--- src/rtl/mac_share_arbiter.sv ---
// mac_share_arbiter
// Round-robin scheduler that time-shares one multiply-accumulate engine
// between the post-CIC decimation stages (0 = FIR, 1 = HB1, 2 = HB2).
// Each requester can hold one pending job. A granted job runs for len
// cycles, drives the MAC control strobes, and then pulses done for one cycle.
//
// Ports
//   clk      : system clock; all logic uses the rising edge
//   rst      : asynchronous, active-high reset
//   req      : one-cycle job-request strobe per requester
//   req_len  : tap count per requester, slice i = [i*LEN_W +: LEN_W]
//   clr_err  : synchronous clear of the sticky overrun flags
//   gnt      : one-hot grant, high for the whole job of the served requester
//   mac_sel  : index of the served requester (holds its last value)
//   mac_en   : MAC performs one tap this cycle
//   mac_clr  : first tap of a job (accumulator load)
//   mac_idx  : tap index 0..len-1
//   mac_last : final tap of the job
//   done     : one-cycle completion pulse per requester
//   busy     : arbiter is not idle
//   overrun  : sticky flag, a request arrived while one was already pending
module mac_share_arbiter #(
  parameter  int NUM_REQ = 3,
  parameter  int LEN_W   = 5,
  localparam int SEL_W   = (NUM_REQ > 1) ? $clog2(NUM_REQ) : 1
) (
  input  logic                     clk,
  input  logic                     rst,
  input  logic [NUM_REQ-1:0]       req,
  input  logic [NUM_REQ*LEN_W-1:0] req_len,
  input  logic                     clr_err,
  output logic [NUM_REQ-1:0]       gnt,
  output logic [SEL_W-1:0]         mac_sel,
  output logic                     mac_en,
  output logic                     mac_clr,
  output logic [LEN_W-1:0]         mac_idx,
  output logic                     mac_last,
  output logic [NUM_REQ-1:0]       done,
  output logic                     busy,
  output logic [NUM_REQ-1:0]       overrun
);

  typedef enum logic [1:0] {IDLE, RUN, DONE} state_t;

  state_t             state_q, state_d;
  logic [NUM_REQ-1:0] pend_q, pend_d;
  logic [LEN_W-1:0]   len_q [NUM_REQ];
  logic [LEN_W-1:0]   len_d [NUM_REQ];
  logic [SEL_W-1:0]   last_q, last_d;
  logic [NUM_REQ-1:0] gnt_q, gnt_d;
  logic [SEL_W-1:0]   sel_q, sel_d;
  logic [LEN_W-1:0]   cnt_q, cnt_d;
  logic [LEN_W-1:0]   idx_q, idx_d;
  logic               en_q, en_d;
  logic               clr_q, clr_d;
  logic               lastb_q, lastb_d;
  logic [NUM_REQ-1:0] done_q, done_d;
  logic [NUM_REQ-1:0] ovr_q, ovr_d;
  logic [NUM_REQ-1:0] ovr_set;

  logic [LEN_W-1:0]   len_in [NUM_REQ];
  logic               found;
  logic [SEL_W-1:0]   win;

  genvar gi;
  generate
    for (gi = 0; gi < NUM_REQ; gi++) begin : g_len_slice
      assign len_in[gi] = req_len[gi*LEN_W +: LEN_W];
    end
  endgenerate

  // Round-robin search starting one past the last served requester.
  always_comb begin
    int c;
    found = 1'b0;
    win   = '0;
    for (int k = 1; k <= NUM_REQ; k++) begin
      c = (int'(last_q) + k) % NUM_REQ;
      if (!found && pend_q[c]) begin
        found = 1'b1;
        win   = SEL_W'(c);
      end
    end
  end

  always_comb begin
    state_d = state_q;
    pend_d  = pend_q;
    len_d   = len_q;
    last_d  = last_q;
    gnt_d   = gnt_q;
    sel_d   = sel_q;
    cnt_d   = cnt_q;
    idx_d   = idx_q;
    en_d    = en_q;
    clr_d   = clr_q;
    lastb_d = lastb_q;
    done_d  = '0;
    ovr_set = '0;

    case (state_q)
      IDLE: begin
        if (found) begin
          pend_d[win] = 1'b0;
          last_d      = win;
          gnt_d       = NUM_REQ'(1) << win;
          sel_d       = win;
          cnt_d       = len_q[win] - 1'b1;
          idx_d       = '0;
          en_d        = 1'b1;
          clr_d       = 1'b1;
          lastb_d     = (len_q[win] == LEN_W'(1));
          state_d     = RUN;
        end
      end
      RUN: begin
        if (idx_q == cnt_q) begin
          state_d       = DONE;
          gnt_d         = '0;
          en_d          = 1'b0;
          clr_d         = 1'b0;
          lastb_d       = 1'b0;
          idx_d         = '0;
          done_d[sel_q] = 1'b1;
        end else begin
          idx_d   = idx_q + 1'b1;
          clr_d   = 1'b0;
          lastb_d = ((idx_q + 1'b1) == cnt_q);
        end
      end
      DONE: begin
        state_d = IDLE;
      end
      default: begin
        state_d = IDLE;
      end
    endcase

    // Capture runs after the grant clear so that a strobe arriving on the
    // grant cycle of the same requester re-queues it instead of overrunning.
    for (int i = 0; i < NUM_REQ; i++) begin
      if (req[i] && (len_in[i] != '0)) begin
        if (pend_d[i]) begin
          ovr_set[i] = 1'b1;
        end else begin
          pend_d[i] = 1'b1;
          len_d[i]  = len_in[i];
        end
      end
    end

    // A new overrun event beats a simultaneous clear.
    ovr_d = (ovr_q & ~{NUM_REQ{clr_err}}) | ovr_set;
  end

  always_ff @(posedge clk or posedge rst) begin
    if (rst) begin
      state_q <= IDLE;
      pend_q  <= '0;
      for (int i = 0; i < NUM_REQ; i++) len_q[i] <= '0;
      last_q  <= SEL_W'(NUM_REQ - 1);
      gnt_q   <= '0;
      sel_q   <= '0;
      cnt_q   <= '0;
      idx_q   <= '0;
      en_q    <= 1'b0;
      clr_q   <= 1'b0;
      lastb_q <= 1'b0;
      done_q  <= '0;
      ovr_q   <= '0;
    end else begin
      state_q <= state_d;
      pend_q  <= pend_d;
      len_q   <= len_d;
      last_q  <= last_d;
      gnt_q   <= gnt_d;
      sel_q   <= sel_d;
      cnt_q   <= cnt_d;
      idx_q   <= idx_d;
      en_q    <= en_d;
      clr_q   <= clr_d;
      lastb_q <= lastb_d;
      done_q  <= done_d;
      ovr_q   <= ovr_d;
    end
  end

  assign gnt      = gnt_q;
  assign mac_sel  = sel_q;
  assign mac_en   = en_q;
  assign mac_clr  = clr_q;
  assign mac_idx  = idx_q;
  assign mac_last = lastb_q;
  assign done     = done_q;
  assign busy     = (state_q != IDLE);
  assign overrun  = ovr_q;

endmodule

--- config.mk ---
export PLATFORM = sky130hd
export DESIGN_NAME = mac_share_arbiter
export DESIGN_NICKNAME = d
export VERILOG_FILES = /design/src/rtl/mac_share_arbiter.sv
export SDC_FILE = /design/constraint.sdc
export NUM_CORES = 1
export LEC_CHECK = 0
export BUFFER_PORTS_ARGS = -buffer_cell sky130_fd_sc_hd__buf_2
export CAP_MARGIN = 15
export CORE_ASPECT_RATIO = 1.4
export CORE_MARGIN = 2
export CORE_UTILIZATION = 55
export DETAILED_ROUTE_END_ITERATION = 7
export HOLD_SLACK_MARGIN = 0.02
export PLACE_DENSITY_LB_ADDON = 0.2
export SYNTH_ARGS = -nofsm -noshare
export SYNTH_HDL_FRONTEND = slang
export SYNTH_SLANG_ARGS = --single-unit
--- constraint.sdc ---
create_clock -name clk -period 9.6 [get_ports clk]
set_input_delay 1.92 -clock clk [delete_from_list [all_inputs] [get_ports clk]]
set_output_delay 1.92 -clock clk [all_outputs]
set_load 0.005 [all_outputs]
==> results.cfg <==
[run_status]
status = completed

[detailed_routing]
antenna_left = 0
vias_per_cell = 5.69
totalWireLength_um = 4780
post-route-drc-count = 0
dr_total_vias = 1757
drtIter0Drc = 51
firstDrtPassIters = 4
avgRoutedWirePerCell_um = 15.5

[floorplanning]
rows = 28
die_y_um = 81.4
die_area_um2 = 4820
coreArea_um2 = 4170
start_util_pct = 56.4
io_pins = 41
fp.dieW_um = 59.3

[place]
place_area_um2 = 2600
dp_slack_ps = 6090
gp_congestion = 0.876
place_inst = 301
hpwlAfterDp_um = 3620
port_buffers = 40

[timing]
setup_violations = 0
slew_violations = 0
worst_slew_pin_slew_ps = 622
finalHoldViolCount = 0
setup_slack_ps = 6250
fin_skew_ps = 7.67
finalSetupTns_ps = 0
period_needed_ps = 3350
rsz0062_at_grt = false
min_period_over_period_pct = 34.9
slew_headroom_pct = 58.4
max_freq_ghz = 0.299

[power_and_ir_drop]
p_leak_nw = 1.30
max-vdd-ir-drop_v = 0.000205
power_density_nw_per_um2 = 384

[yosys]
synth_nets = 246
synth_edf_count = 0
ys_ff_latch = 45
async_flop_share_pct = 100
synth.distinct_cells = 47
seq_area_frac_synth_pct = 47.9
synth_top_area_cell = dfrtp_1
synthTopCellsByArea = dfrtp_1 47%, mux2_2 5.3%, mux2_4 4.5%
synth_ff_type = dfrtp_1
syn_area_per_cell_um2 = 10.8
synthCells = 218
ys_warn_count = 0
yosysTopAreaCellShare_pct = 46.8
syn_area_um2 = 2350

[global_route]
grtUsageTotal_pct = 21.9
grt_pass1_wl_um = 7900
grt_max_degree = 46
antenna_found_initial = 0
grt_pass1_vias = 1757
overflow = 0

[cts]
clock_sinks = 45
cts_htree_levels = 2
path_clk_slew_ps = 80
cts_inserted_buffers = 5
cts_buffer_depth = 2
clk_latency_ps = 300
cts_hold_buf = 0
ctsResizeCount = 0
root_buffer = clkbuf_8
cts_setup_buffers = 0
cts_tree = done

[setup_path]
worstPathRequired_ps = 9780
slowest_delay_ps = 530
rr_endpoint = cnt_q[4]$_DFFE_PP0P_
cp_cell_sequence = inv_1, ha_1, or2_0, a32o_1, o32ai_4, mux2_2, mux2_4, inv_2, ha_1, a311o_1, o211ai_1
worstRegToRegCells = 11
cpMostUsedCell = ha_1
r2r-start = last_q[0]$_DFFE_PP0P_
criticalPathCategory = reg2reg
start_kind = flop
crit_buf_inv = 2
crit_fanout = 8
crit_family = compound AO/OA/AOI/OAI gates
crit_cells = 11
cp_slowest_cell = o32ai_4
worstSetupEndpointType = flop
worst_ep_arrival_time_ps = 3530
reg2reg_slack_ps = 6250

[final_layout]
syn2layout_area_growth_pct = 14.1
fin_area_um2 = 2690
final_common_cell = dfrtp_1
layout.nets = 291
mostFrequentLayoutCells = 44 x dfrtp_1, 40 x buf_2, 26 x nand2_1, 12 x nor2_1
diodes = 0
fin_cells = 309
register_area_um2 = 1130
fill_cells = 358
layout-drive-gt1-share_pct = 29.2
multiInputGateArea_um2 = 1160

[hold_path]
hp-class = reg2reg
whs_endpoint = gnt[2]$_DFFE_PP0P_
min-delay-start = gnt[2]$_DFFE_PP0P_
whs_path_depth = 2

[run]
max_cap_violations = 0
cells in the mapped netlist, drive strengths merged, types with 2 or more instances:
cell type	number
xor2	3
or4	4
and2b	2
dfrtp	44
a311o	2
clkbuf	2
mux2	18
a32o	2
o22ai	3
nand4	2
o21ai	13
ha	7
and3	3
inv	13
a21boi	3
nand3	6
nand2	26
or2	3
o31ai	2
nor3	4
a21oi	8
mux2i	2
and2	3
xnor2	6
a21o	3
nor2	12
nand2b	5
o211ai	4
a221oi	3
where the power goes:
group | total [W] | internal, W | leakage (nW) | switching, W
registers | 0.000343 | 0.000274 | 0.543 | 0.0000693
logic | 0.000573 | 0.000265 | 0.719 | 0.000308
clock network | 0.000115 | 0.0000516 | 0.0385 | 0.0000633
total | 0.00103 | 0.000591 | 1.30 | 0.000441
sequential cells by signal, indices dropped and copies added (netlist names):
register	flops
pend_q	3
cnt_q	5
len_q	15
mac_sel	1
gnt	3
mac_last	1
state_q	2
mac_idx	5
done	3
mac_en	1
overrun	3
last_q	2
mac_clr	1
area by class of cell:
cell class	instances	share of cell area (%)
Clock buffer	7	2.84
Clock inverter	1	0.280
Inverter	13	1.82
Multi-Input combinational cell	157	43.2
Sequential cell	45	42.0
Tap cell	45	2.10
Timing Repair Buffer	41	7.74
metrics by stage:
step	util, %	power (W)	hold slack, ps
floorplan	-	0.000787	469
global placement	62.4	0.000906	453
detailed placement	62.4	0.000918	461
CTS	64.4	0.00104	481
global route	64.4	0.00113	505
finish	64.4	0.00103	478
worst register-to-register path: stages (launching register included):
cell	delay [ps]
dfrtp_1	440
inv_1	120
ha_1	390
or2_0	220
a32o_1	320
o32ai_4	530
mux2_2	410
mux2_4	290
inv_2	80
ha_1	200
a311o_1	170
o211ai_1	80
worst max path at each step:
stage	end	slack, ps	startpoint
finish	cnt_q[4]$_DFFE_PP0P_	6250	last_q[0]$_DFFE_PP0P_
global route	mac_last$_DFFE_PP0P_	6040	last_q[0]$_DFFE_PP0P_
floorplan	len_q[10]$_DFFE_PP0P_	6300	req_len[1]
detailed placement	len_q[3]$_DFFE_PP0P_	6090	req_len[11]
CTS	cnt_q[4]$_DFFE_PP0P_	6220	last_q[0]$_DFFE_PP0P_
global placement	len_q[4]$_DFFE_PP0P_	6110	req_len[11]
logic make-up (layout without fill, tap and decap cells):
logic type	count (synthesis)	count (layout)	synth area share, %
adders and majority gates	7	7	3.72
DFF	45	45	47.9
buffers and inverters	16	62	2.71
AOI/OAI and AO/OA	46	46	15.3
muxes	20	20	10.6
xor gates and xnor gates	9	9	3.35
and+or+nand+nor	75	75	16.4
metal layers:
layer | share of wire, % | track usage [%] | up-vias
met3 | 3.3 | 4.14 | 9
met5 | 0 | 0 | -
met2 | 54 | 39.8 | 39
li1 | - | - | 863
met4 | 2.1 | 8.41 | 0
met1 | 40 | 24.5 | 846
Power figures use the tool's default switching activity.
